[config.mk]
export PLATFORM = sky130hd
export DESIGN_NAME = sc_bgctrl_fsm_flat
export DESIGN_NICKNAME = d
export VERILOG_FILES = /design/src/rtl/sc_bgctrl_pkg.sv /design/src/rtl/sc_bgctrl_if.sv /design/src/rtl/sc_bgctrl_timer.sv /design/src/rtl/sc_bgctrl_fsm.sv /design/src/flat_wrapper.sv
export SDC_FILE = /design/constraint.sdc
export NUM_CORES = 1
export LEC_CHECK = 0
export CAP_MARGIN = 25
export CORE_AREA = 2 2 43 45
export DETAILED_ROUTE_END_ITERATION = 7
export DIE_AREA = 0 0 45 47
export GPL_TIMING_DRIVEN = 0
export PLACE_DENSITY_LB_ADDON = 0.2
export SETUP_SLACK_MARGIN = 0.15
export SYNTH_ARGS = -nofsm -noshare
export SYNTH_HDL_FRONTEND = slang
export SYNTH_SLANG_ARGS = --single-unit
export TNS_END_PERCENT = 5
[constraint.sdc]
create_clock -name SC_BGCTRL_CLOCK_50 -period 1.7 [get_ports SC_BGCTRL_CLOCK_50]
set_input_delay 0.51 -clock SC_BGCTRL_CLOCK_50 [delete_from_list [all_inputs] [get_ports SC_BGCTRL_CLOCK_50]]
set_output_delay 0.51 -clock SC_BGCTRL_CLOCK_50 [all_outputs]
set_load 0.1 [all_outputs]
[src/rtl/sc_bgctrl_pkg.sv]
// Shared types and constants for the background-control sequencer.
package sc_bgctrl_pkg;

    localparam int   CNT_W_DEFAULT = 8;
    // Clear and load are active-low, so an idle output sits high.
    localparam logic OUT_INACTIVE  = 1'b1;

    typedef enum logic [2:0] {
        ST_RESET    = 3'd0,
        ST_START    = 3'd1,
        ST_CHECK    = 3'd2,
        ST_CLEAR    = 3'd3,
        ST_WAIT_REL = 3'd4,
        ST_RUN      = 3'd5
    } state_t;

endpackage

[src/rtl/sc_bgctrl_if.sv]
// Front-panel button inputs and background-bank control outputs of the sequencer.
interface sc_bgctrl_if;

    logic       SC_BGCTRL_startButton_InLow;
    logic       SC_BGCTRL_pause_InLow;
    logic       SC_BGCTRL_clear_OutLow;
    logic       SC_BGCTRL_load_OutLow;
    logic       SC_BGCTRL_running_OutHigh;
    logic [2:0] SC_BGCTRL_state_Out;

    modport master (
        output SC_BGCTRL_startButton_InLow, SC_BGCTRL_pause_InLow,
        input  SC_BGCTRL_clear_OutLow, SC_BGCTRL_load_OutLow,
        input  SC_BGCTRL_running_OutHigh, SC_BGCTRL_state_Out
    );

    modport slave (
        input  SC_BGCTRL_startButton_InLow, SC_BGCTRL_pause_InLow,
        output SC_BGCTRL_clear_OutLow, SC_BGCTRL_load_OutLow,
        output SC_BGCTRL_running_OutHigh, SC_BGCTRL_state_Out
    );

endinterface

[src/rtl/sc_bgctrl_timer.sv]
// Loadable down-counter with zero flag; shared by the clear and load-period phases.
module sc_bgctrl_timer
    import sc_bgctrl_pkg::*;
#(
    parameter int CNT_W = CNT_W_DEFAULT
) (
    input  logic             clk_i,
    input  logic             rst_n_i,
    input  logic             load_i,
    input  logic [CNT_W-1:0] load_val_i,
    input  logic             dec_i,
    output logic             zero_o
);

    logic [CNT_W-1:0] cnt_q, cnt_d;

    always_comb begin
        cnt_d = cnt_q;
        if (load_i) begin
            cnt_d = load_val_i;
        end else if (dec_i) begin
            cnt_d = cnt_q - CNT_W'(1);
        end
    end

    always_ff @(posedge clk_i or negedge rst_n_i) begin
        if (!rst_n_i) begin
            cnt_q <= '0;
        end else begin
            cnt_q <= cnt_d;
        end
    end

    assign zero_o = (cnt_q == '0);

endmodule

[src/rtl/sc_bgctrl_fsm.sv]
// Background-control sequencer: clear on start press, wait for release, then periodic load strobes.
// Define SC_BGCTRL_INPUT_SYNC_EN to pass button and pause through 2-flop synchronizers.
//
// state    | meaning
// RESET    | held in reset / first cycle after release
// START    | one-cycle startup
// CHECK    | idle, waiting for a start press
// CLEAR    | clear held low for CLEAR_CYCLES cycles
// WAIT_REL | clear done, waiting for button release
// RUN      | running, periodic load strobe (pause freezes timer)
module sc_bgctrl_fsm
    import sc_bgctrl_pkg::*;
#(
    parameter int CLEAR_CYCLES = 4,
    parameter int LOAD_PERIOD  = 16,
    parameter int CNT_W        = CNT_W_DEFAULT
) (
    input  logic        SC_BGCTRL_CLOCK_50,
    input  logic        SC_BGCTRL_RESET_InLow,
    sc_bgctrl_if.slave  bus
);

    localparam logic [CNT_W-1:0] CLR_INIT  = CNT_W'(CLEAR_CYCLES - 1);
    localparam logic [CNT_W-1:0] LOAD_INIT = CNT_W'(LOAD_PERIOD - 1);

    state_t           state_q, state_d;
    logic             btn_n, pause_n;
    logic             tmr_load, tmr_dec, tmr_zero;
    logic [CNT_W-1:0] tmr_val;

`ifdef SC_BGCTRL_INPUT_SYNC_EN
    logic [1:0] btn_sync_q, pause_sync_q;

    always_ff @(posedge SC_BGCTRL_CLOCK_50 or negedge SC_BGCTRL_RESET_InLow) begin
        if (!SC_BGCTRL_RESET_InLow) begin
            btn_sync_q   <= 2'b11;
            pause_sync_q <= 2'b11;
        end else begin
            btn_sync_q   <= {btn_sync_q[0], bus.SC_BGCTRL_startButton_InLow};
            pause_sync_q <= {pause_sync_q[0], bus.SC_BGCTRL_pause_InLow};
        end
    end

    assign btn_n   = btn_sync_q[1];
    assign pause_n = pause_sync_q[1];
`else
    assign btn_n   = bus.SC_BGCTRL_startButton_InLow;
    assign pause_n = bus.SC_BGCTRL_pause_InLow;
`endif

    always_comb begin
        state_d  = state_q;
        tmr_load = 1'b0;
        tmr_val  = '0;
        tmr_dec  = 1'b0;
        case (state_q)
            ST_RESET: state_d = ST_START;
            ST_START: state_d = ST_CHECK;
            ST_CHECK: begin
                if (!btn_n) begin
                    state_d  = ST_CLEAR;
                    tmr_load = 1'b1;
                    tmr_val  = CLR_INIT;
                end
            end
            ST_CLEAR: begin
                if (tmr_zero) begin
                    state_d = ST_WAIT_REL;
                end else begin
                    tmr_dec = 1'b1;
                end
            end
            ST_WAIT_REL: begin
                if (btn_n) begin
                    state_d  = ST_RUN;
                    tmr_load = 1'b1;
                    tmr_val  = LOAD_INIT;
                end
            end
            ST_RUN: begin
                // A press restarts the clear; a strobe due this cycle still fires via the output decode.
                if (!btn_n) begin
                    state_d  = ST_CLEAR;
                    tmr_load = 1'b1;
                    tmr_val  = CLR_INIT;
                end else if (pause_n) begin
                    if (tmr_zero) begin
                        tmr_load = 1'b1;
                        tmr_val  = LOAD_INIT;
                    end else begin
                        tmr_dec = 1'b1;
                    end
                end
            end
            default: state_d = ST_CHECK;
        endcase
    end

    always_ff @(posedge SC_BGCTRL_CLOCK_50 or negedge SC_BGCTRL_RESET_InLow) begin
        if (!SC_BGCTRL_RESET_InLow) begin
            state_q <= ST_RESET;
        end else begin
            state_q <= state_d;
        end
    end

    sc_bgctrl_timer #(.CNT_W(CNT_W)) u_timer (
        .clk_i      (SC_BGCTRL_CLOCK_50),
        .rst_n_i    (SC_BGCTRL_RESET_InLow),
        .load_i     (tmr_load),
        .load_val_i (tmr_val),
        .dec_i      (tmr_dec),
        .zero_o     (tmr_zero)
    );

    assign bus.SC_BGCTRL_clear_OutLow    = (state_q == ST_CLEAR) ? ~OUT_INACTIVE : OUT_INACTIVE;
    assign bus.SC_BGCTRL_load_OutLow     = (state_q == ST_RUN && pause_n && tmr_zero)
                                           ? ~OUT_INACTIVE : OUT_INACTIVE;
    assign bus.SC_BGCTRL_running_OutHigh = (state_q == ST_RUN);
    assign bus.SC_BGCTRL_state_Out       = state_q;

endmodule

[src/flat_wrapper.sv]
// flat-port wrapper written by rule: the top's interface ports become plain ports
module sc_bgctrl_fsm_flat import sc_bgctrl_pkg::*;
#(
    parameter int CLEAR_CYCLES = 4,
    parameter int LOAD_PERIOD  = 16,
    parameter int CNT_W        = CNT_W_DEFAULT
)
  (SC_BGCTRL_CLOCK_50, SC_BGCTRL_RESET_InLow, bus_SC_BGCTRL_startButton_InLow, bus_SC_BGCTRL_pause_InLow, bus_SC_BGCTRL_clear_OutLow, bus_SC_BGCTRL_load_OutLow, bus_SC_BGCTRL_running_OutHigh, bus_SC_BGCTRL_state_Out);
  sc_bgctrl_if bus_i ();
  input  logic SC_BGCTRL_CLOCK_50;
  input  logic SC_BGCTRL_RESET_InLow;
  input wire logic [$bits(bus_i.SC_BGCTRL_startButton_InLow)-1:0] bus_SC_BGCTRL_startButton_InLow;
  input wire logic [$bits(bus_i.SC_BGCTRL_pause_InLow)-1:0] bus_SC_BGCTRL_pause_InLow;
  output wire logic [$bits(bus_i.SC_BGCTRL_clear_OutLow)-1:0] bus_SC_BGCTRL_clear_OutLow;
  output wire logic [$bits(bus_i.SC_BGCTRL_load_OutLow)-1:0] bus_SC_BGCTRL_load_OutLow;
  output wire logic [$bits(bus_i.SC_BGCTRL_running_OutHigh)-1:0] bus_SC_BGCTRL_running_OutHigh;
  output wire logic [$bits(bus_i.SC_BGCTRL_state_Out)-1:0] bus_SC_BGCTRL_state_Out;
  assign bus_i.SC_BGCTRL_startButton_InLow = bus_SC_BGCTRL_startButton_InLow;
  assign bus_i.SC_BGCTRL_pause_InLow = bus_SC_BGCTRL_pause_InLow;
  assign bus_SC_BGCTRL_clear_OutLow = bus_i.SC_BGCTRL_clear_OutLow;
  assign bus_SC_BGCTRL_load_OutLow = bus_i.SC_BGCTRL_load_OutLow;
  assign bus_SC_BGCTRL_running_OutHigh = bus_i.SC_BGCTRL_running_OutHigh;
  assign bus_SC_BGCTRL_state_Out = bus_i.SC_BGCTRL_state_Out;
  sc_bgctrl_fsm #(.CLEAR_CYCLES(CLEAR_CYCLES), .LOAD_PERIOD(LOAD_PERIOD), .CNT_W(CNT_W)) u_core (.SC_BGCTRL_CLOCK_50(SC_BGCTRL_CLOCK_50), .SC_BGCTRL_RESET_InLow(SC_BGCTRL_RESET_InLow), .bus(bus_i));
endmodule
Word-level counts from Yosys, hierarchy flattened
Cells that the tools add are included.

word-level totals
  bits in registers = 11
  input bits = 4
  output and inout port bits = 6
  logic and storage cells = 41

operators by class
  add/sub/neg operators = 1
  eq/ne operators = 7
  mux-type cells = 24
  reduce and logical (&&, ||, !) cells = 7

operators with widths
  operator                                                count
  two-way mux 8 bit                                       4
  one-hot mux 8 bit (3 select lines)                      1
  one-hot mux 3 bit (4 select lines)                      1
  two-way mux 1 bit                                       10
  two-way mux 3 bit                                       3
  zero test 8 bit                                         1
  two-way mux 4 bit                                       2
  subtractor 8 x 1 -> 8 bit (second input constant)       1
  equality test 3 x 2 -> 1 bit (second input constant)    2
  equality test 3 bit (second input constant)             2
  inequality test 2 bit (second input constant)           2
  zero test 3 bit                                         1
  one-hot mux 1 bit (3 select lines)                      1
  AND reduction 3 bit                                     1
  logical AND 1 bit                                       2
  two-way mux 2 bit                                       1
  inequality test 2 x 1 -> 1 bit (second input constant)  1
  one-hot mux 1 bit (2 select lines)                      1
  nonzero test 2 bit                                      1
  OR reduction 2 bit                                      1

Longest topological paths before layout
Gate-level depths: netlist (run 1).

  depth in word-level cells = 7
  depth in mapped cells = 8
  mapped depth without buffers = 7

Hierarchy
A second synthesis (run 1) with hierarchy kept.

second synthesis, totals
  cells, all modules = 80
  area, all modules = 703.2 sq um

modules (own cells, without submodules)
  module           times used  cells each  area each (sq um)  seq. area each (sq um)
  sc_bgctrl_timer  1           50          474.2              200.2
  sc_bgctrl_fsm    1           30          229.0              75.1

Worst setup path after synthesis (run 1)
OpenSTA, ideal clock, no wires.

  path kind = register to output
  start = register u_core.state_q[2] (netlist: u_core.bus.SC_BGCTRL_state_Out[2])
  end = output port bus_SC_BGCTRL_load_OutLow
  arrival = 3.185 ns
  data required time = 1.190 ns
  setup slack = -1.995 ns
  cell stages (with the launch flop) = 4
  path buffers = 0
  cell sequence = dfrtp_1 -> nor2b_1 -> and2_1 -> nand3_1

on the way
  cells in the longest elaborated chain, start to end = 4

ends and longest elaborated chain
  item                               RTL line              RTL
  from (decl)                        sc_bgctrl_fsm.sv:26   state_t state_q, state_d;
  from (signal assigned)             sc_bgctrl_fsm.sv:103  state_q <= state_d;
  equality test 3 bit                -
  net bus_SC_BGCTRL_running_OutHigh  flat_wrapper.sv:16    output wire logic [$bits(bus_i.SC_BGCTRL_running_OutHigh)-1:0] bus_SC_BGCTRL_running_OutHigh;
  logical AND 1 bit (2 in a row)     sc_bgctrl_fsm.sv:117  assign bus.SC_BGCTRL_load_OutLow = (state_q == ST_RUN && pause_n && tmr_zero)
  two-way mux 1 bit                  sc_bgctrl_fsm.sv:118  ? ~OUT_INACTIVE : OUT_INACTIVE;
  to (decl)                          flat_wrapper.sv:15    output wire logic [$bits(bus_i.SC_BGCTRL_load_OutLow)-1:0] bus_SC_BGCTRL_load_OutLow;

The timed path passes the listed nets, and every way through them passes these cells.

Worst setup path after layout (run 1)
  start = register u_core.u_timer.cnt_q[1]
  end = output port bus_SC_BGCTRL_load_OutLow

on the way
  cells in the longest elaborated chain, start to end = 3

ends and longest elaborated chain
  item                    RTL line               RTL
  from (decl)             sc_bgctrl_timer.sv:15  logic [CNT_W-1:0] cnt_q, cnt_d;
  from (signal assigned)  sc_bgctrl_timer.sv:30  cnt_q <= cnt_d;
  zero test 8 bit         sc_bgctrl_timer.sv:34  assign zero_o = (cnt_q == '0);
  logical AND 1 bit       sc_bgctrl_fsm.sv:117
  two-way mux 1 bit       sc_bgctrl_fsm.sv:118

No other way between the ends.

==> impl_metrics.env, run 1 <==
export IMPL_core_area_mm2=0.00165
export IMPL_n_antenna_cell=0
export IMPL_cts_sinks=11
export IMPL_root_buffer="clkbuf_4"
export IMPL_ant_nets=0
export IMPL_crit_chain="inv_2 > ha_4 > nor3b_4 > and2_4 > nand3_4 > buf_12"
export IMPL_vdd_drop_max_uv=1340
export IMPL_worst_slack_ns=-0.312
export IMPL_post_dp_hpwl_um=1150
export IMPL_port_buffer_count=8
export IMPL_syn_inst=77
export IMPL_cp_arrival_ns=1.50
export IMPL_rows=15
export IMPL_overflow=0
export IMPL_grt_pass1_vias=694
export IMPL_crit_family="simple AND/OR/NAND/NOR gates"
export IMPL_fin_skew_ns=0.00629
export IMPL_fmax_mhz=497
export IMPL_hp_class="in -> async"
export IMPL_clk_pin_slew_worst_paths_ns=0.08
export IMPL_timing_critical_path_buf_inv=2
export IMPL_report_final_slew_viol_count=0
export IMPL_ys_seq_elements=11
export IMPL_synthArstFlopShare_pct=100
export IMPL_ys_types=33
export IMPL_synth_edf_count=0
export IMPL_finalHoldViolCount=0
export IMPL_grt_max_degree=12
export IMPL_globalRouteTotalUtil_pct=21.0
export IMPL_antenna_found_initial=0
export IMPL_combPwrFrac_pct=64.1
export IMPL_grt_pass1_wl_um=3110
export IMPL_cts_buffers_inserted=3
export IMPL_switching_share_pct=47.0
export IMPL_die_y_um=47
export IMPL_crit_type="reg -> out"
export IMPL_syn_num_nets=83
export IMPL_critPathRequiredTime_ns=1.19
export IMPL_start_kind="register"
export IMPL_vias_per_cell=5.72
export IMPL_cap_violations=0
export IMPL_drive_above_1_share_pct=49.0
export IMPL_status="finished, violations left"
export IMPL_p_sw_w=0.000896
export IMPL_cp_end_kind="primary output"
export IMPL_pin_count=10
export IMPL_cpPeakStageDelay_ns=0.39
export IMPL_slew_headroom_pct=63.3
export IMPL_rsz0062_at_grt="yes"
export IMPL_yosysTopAreaCell="dfrtp_1"
export IMPL_area_delta_synth_final_pct=46.6
export IMPL_worst_slew_pin_slew_ns=0.546
export IMPL_dieArea_mm2=0.00212
export IMPL_synth_top_area_share_pct=37.3
export IMPL_clock_latency_ns=0.27
export IMPL_synth_warnings=0
export IMPL_drt_wl_total_um=1790
export IMPL_netlist_area_um2=738
export IMPL_violations="negative setup slack"
export IMPL_seq_area_frac_synth_pct=37.3
export IMPL_cts_buffer_depth=2
export IMPL_p_per_area_mw_per_mm2=1760
export IMPL_crit_fanout=2
export IMPL_synth_flop_cell="dfrtp_1"
export IMPL_layout_common_cells="buf_4 (12), nor2_1 (8), dfrtp_1 (8)"
export IMPL_routedWlPerCell_um=15.3
export IMPL_drtPass1Iterations=4
export IMPL_design_area_mm2=0.00108
export IMPL_dr_total_vias=669
export IMPL_gp_congestion=0.723
export IMPL_crit_slowest_cell="dfrtp_1"
export IMPL_setup_viol=8
export IMPL_p_total_w=0.00191
export IMPL_pwr_share_seq_pct=26.4
export IMPL_htree_num_levels=1
export IMPL_start_util_pct=44.7
export IMPL_die_w_um=45
export IMPL_p_leak_nw=0.470
export IMPL_cts_hold_buf=0
export IMPL_fin_crit_ns=2.01
export IMPL_yosys_top_cells_area="dfrtp_1 (37%), xor2_1 (5.9%), nor2_1 (4.6%), ha_1 (3.4%), nand3_1 (3.4%)"
export IMPL_power_share_clock_pct=9.5
export IMPL_p_int_w=0.00101
export IMPL_drt_initial_drc_count=8
export IMPL_cts_tree="done"
export IMPL_fin_nets=107
export IMPL_place_area_um2=873
export IMPL_post_route_period_util_pct=118
export IMPL_syn_mean_instance_area_um2=9.59
export IMPL_layout_commonest_cell="buf_4"
export IMPL_drc=0
export IMPL_holdWs_ns=0.575
==> layer usage <==
metal / GRT usage [%] / share of wire [%]
met1: 27.4 / 45
met2: 33.4 / 48
met4: 11.8 / 3.3
met3: 3.08 / 3.5
met5: 0 / 0
==> power by group through the flow <==
stage,sequential (W),combinational (W),clock (W)
2_1_floorplan,0.000578,0.000604,0
3_3_place_gp,0.000505,0.000833,0
3_5_place_dp,0.000504,0.000854,0
4_1_cts,0.000499,0.00114,0.000187
5_1_grt,0.000517,0.00131,0.000193
6_report,0.000503,0.00122,0.000182
==> metrics by stage <==
stage	utilization, %	instances	setup TNS, ns	setup slack [ns]
after floorplan	-	77	-2.06	-0.439
after global placement	52.9	102	-7.18	-1.16
after detailed placement	52.9	102	-7.27	-1.22
after CTS	64.2	115	-0.743	-0.309
after global routing	65.5	117	-1.71	-0.370
final	65.5	117	-0.914	-0.312
==> what timing repair did <==
item | CTS | global route
endpoints found under the setup margin | 16 | 15
resized for setup | 59 | 5
setup buffers | 9 | 2
pin swaps | 4 | 2
==> worst paths after layout <==
path	from	end	cells after the start	slack, ns
setup / recovery	u_core.u_timer.cnt_q[1]	bus_SC_BGCTRL_load_OutLow	6	-0.31
hold / removal	SC_BGCTRL_RESET_InLow	u_core.u_timer.cnt_q[3]	1	0.57
hold reg to reg	u_core.u_timer.cnt_q[7]	u_core.u_timer.cnt_q[7]	2	0.61
setup reg to reg	u_core.u_timer.cnt_q[0]	u_core.u_timer.cnt_q[6]	9	-0.14
max in group asynchronous	SC_BGCTRL_RESET_InLow	u_core.bus.SC_BGCTRL_state_Out[1]	1	0.75
min in group SC_BGCTRL_CLOCK_50	u_core.u_timer.cnt_q[7]	u_core.u_timer.cnt_q[7]	2	0.61
==> flip-flops by register name (all words and copies together), names as in the netlist <==
register	count
u_core.bus.SC_BGCTRL_state_Out	3
u_core.u_timer.cnt_q	8
==> synthesized netlist by cell type, types with 2 or more instances <==
master / number
dfrtp_1: 11
nor2_1: 9
inv_1: 5
nand3_1: 5
xor2_1: 5
a21oi_1: 4
nand2_1: 4
o22ai_1: 3
a32o_1: 2
and2_1: 2
buf_2: 2
buf_6: 2
ha_1: 2
o21ai_0: 2
==> logic make-up after synthesis <==
group | after synthesis | share of synthesized area [%]
flip-flops | 11 | 37.3
AND/OR/NAND/NOR | 31 | 26.3
XOR/XNOR | 6 | 7.12
adder cells (fa/ha/maj) | 2 | 3.39
AO/OA/AOI/OAI | 18 | 19.0
buffers and inverters | 9 | 6.95
==> cell type report <==
cell class	count	area, µm²
fill	137	569
multi-input combinational	57	507
sequential	11	284
timing repair buffer	19	181
buffer	4	38.8
clock buffer	4	26.3
inverter	5	23.8
tap	17	21.3
Note: power is estimated with default switching activity, not from simulation.
==> run 2: changes to the inputs <==
--- a/config.mk
+++ b/config.mk
@@ -10,8 +10,9 @@
 export DETAILED_ROUTE_END_ITERATION = 7
 export DIE_AREA = 0 0 45 47
 export GPL_TIMING_DRIVEN = 0
-export PLACE_DENSITY_LB_ADDON = 0.2
+export PLACE_DENSITY = 0.68
 export SETUP_SLACK_MARGIN = 0.15
+export SKIP_LAST_GASP = 1
 export SYNTH_ARGS = -nofsm -noshare
 export SYNTH_HDL_FRONTEND = slang
 export SYNTH_SLANG_ARGS = --single-unit
==> run 2 against run 1 <==
- the flow still finishes with violations (negative setup slack)
- combinational power shrank 16%
- sequential cell count unchanged
- via count fell by 2.2%
- global-route usage is 2.7 points lower
- largest power group unchanged
==> impl_metrics.env, run 2 (synthesized netlist as in run 1, its figures left out) <==
export IMPL_status="finished, violations left"
export IMPL_violations="negative setup slack"
export IMPL_p_per_area_mw_per_mm2=1740
export IMPL_crit_type="reg -> out"
export IMPL_report_final_slew_viol_count=0
export IMPL_start_util_pct=44.7
export IMPL_cts_sinks=11
export IMPL_overflow=0
export IMPL_core_area_mm2=0.00165
export IMPL_area_delta_synth_final_pct=33.6
export IMPL_ant_nets=0
export IMPL_critPathRequiredTime_ns=1.19
export IMPL_finalHoldViolCount=0
export IMPL_cp_end_kind="primary output"
export IMPL_cts_tree="done"
export IMPL_dieArea_mm2=0.00212
export IMPL_clk_pin_slew_worst_paths_ns=0.08
export IMPL_die_w_um=45
export IMPL_top_register="u_core.u_timer.cnt_q"
export IMPL_holdWs_ns=0.590
export IMPL_largest_reg_flops=8
export IMPL_post_route_period_util_pct=121
export IMPL_hp_class="in -> async"
export IMPL_crit_fanout=2
export IMPL_grt_pass1_vias=613
export IMPL_design_area_um2=986
export IMPL_dr_total_vias=654
export IMPL_cts_buffer_depth=2
export IMPL_fin_skew_ns=0.00179
export IMPL_drc=0
export IMPL_layout_common_cells="buf_4 (9), nor2_1 (8), dfrtp_1 (8)"
export IMPL_place_area_um2=873
export IMPL_setup_viol=14
export IMPL_start_kind="register"
export IMPL_fin_crit_ns=2.05
export IMPL_root_buffer="clkbuf_4"
export IMPL_rsz0062_at_grt="yes"
export IMPL_rows=15
export IMPL_drt_initial_drc_count=12
export IMPL_vias_per_cell=5.79
export IMPL_cap_violations=0
export IMPL_antenna_found_initial=0
export IMPL_drive_above_1_share_pct=39.6
export IMPL_drt_wl_total_um=1700
export IMPL_p_leak_nw=0.430
export IMPL_globalRouteTotalUtil_pct=18.3
export IMPL_htree_num_levels=1
export IMPL_port_buffer_count=8
export IMPL_fin_nets=103
export IMPL_gp_congestion=0.836
export IMPL_pin_count=10
export IMPL_n_antenna_cell=0
export IMPL_slew_headroom_pct=36.6
export IMPL_grt_max_degree=12
export IMPL_layout_commonest_cell="buf_4"
export IMPL_die_y_um=47
export IMPL_post_dp_hpwl_um=1190
export IMPL_vdd_drop_max_uv=1030
export IMPL_cp_arrival_ns=1.54
export IMPL_worst_slack_ns=-0.349
export IMPL_drtPass1Iterations=4
export IMPL_cts_buffers_inserted=3
export IMPL_fmax_mhz=488
export IMPL_grt_pass1_wl_um=2810
export IMPL_routedWlPerCell_um=15.1
export IMPL_clock_latency_ns=0.26
export IMPL_worst_slew_pin_slew_ns=0.955
==> run 2: cell types whose count changed in the layout (fill, tap and decap cells not counted), sizes merged <==
| cell | before | now |
|---|---|---|
| buf | 20 | 14 |
| clkbuf | 5 | 4 |
| clkdlybuf4s15 | 0 | 2 |
| clkdlybuf4s50 | 1 | 2 |
==> run 2: final timing paths <==
check,to,depth (start not counted),start,slack [ns]
worst max-delay path,bus_SC_BGCTRL_load_OutLow,6,u_core.u_timer.cnt_q[1],-0.35
worst min-delay path,u_core.bus.SC_BGCTRL_state_Out[2],1,SC_BGCTRL_RESET_InLow,0.59
worst max register to register,u_core.u_timer.cnt_q[1],8,u_core.u_timer.cnt_q[0],-0.13
worst min register to register,u_core.bus.SC_BGCTRL_state_Out[0],1,u_core.bus.SC_BGCTRL_state_Out[2],0.61
max in group asynchronous,u_core.bus.SC_BGCTRL_state_Out[1],1,SC_BGCTRL_RESET_InLow,0.71
min in group SC_BGCTRL_CLOCK_50,u_core.bus.SC_BGCTRL_state_Out[0],1,u_core.bus.SC_BGCTRL_state_Out[2],0.61
==> run 2: where the power goes <==
| part | internal, W | leakage (nW) | switching (W) |
|---|---|---|---|
| combinational | 0.000425 | 0.288 | 0.000596 |
| clock | 0.0000905 | 0.0150 | 0.0000946 |
| sequential | 0.000377 | 0.127 | 0.000132 |
| total | 0.000892 | 0.430 | 0.000822 |
==> run 2: per-layer routing <==
metal / track usage (%) / routed length, µm
met5: 0 / 0
met4: 5.29 / 18
met3: 2.31 / 57
met2: 29.4 / 827
met1: 25.9 / 801
==> run 2: cell type report <==
type,instances,area (µm²)
clock buffers,4,26.3
inverters,5,18.8
plain buffers,4,32.5
fillers,156,666
repair buffers,15,138
flip-flops and latches,11,284
well taps,17,21.3
multi-input cells,57,465
==> run 2: worst max-delay path: stages (launching register included) <==
cell and delay (ns):
dfrtp_1 0.41, inv_2 0.09, ha_4 0.12, nor3b_4 0.22, and2_4 0.19, nand3_4 0.07, buf_12 0.18
==> run 2: per-stage QoR <==
| step | std cells | utilization, % | setup slack, ns | setup TNS [ns] | power [W] |
|---|---|---|---|---|---|
| after floorplan | 77 | - | -0.439 | -2.06 | 0.00118 |
| after global placement | 102 | 52.9 | -1.20 | -7.47 | 0.00134 |
| after detailed placement | 102 | 52.9 | -1.28 | -7.53 | 0.00137 |
| after CTS | 113 | 58.8 | -0.339 | -3.11 | 0.00169 |
| after global routing | 113 | 59.7 | -0.410 | -3.79 | 0.00182 |
| final | 113 | 59.7 | -0.349 | -2.97 | 0.00171 |
==> run 2: repair_timing <==
item                                    4_1_cts  5_1_grt
hold buffers                                  0        0
pin swaps                                     2        1
endpoints found under the setup margin       17       14
gates resized for setup                      32        3
setup buffers                                 7        0
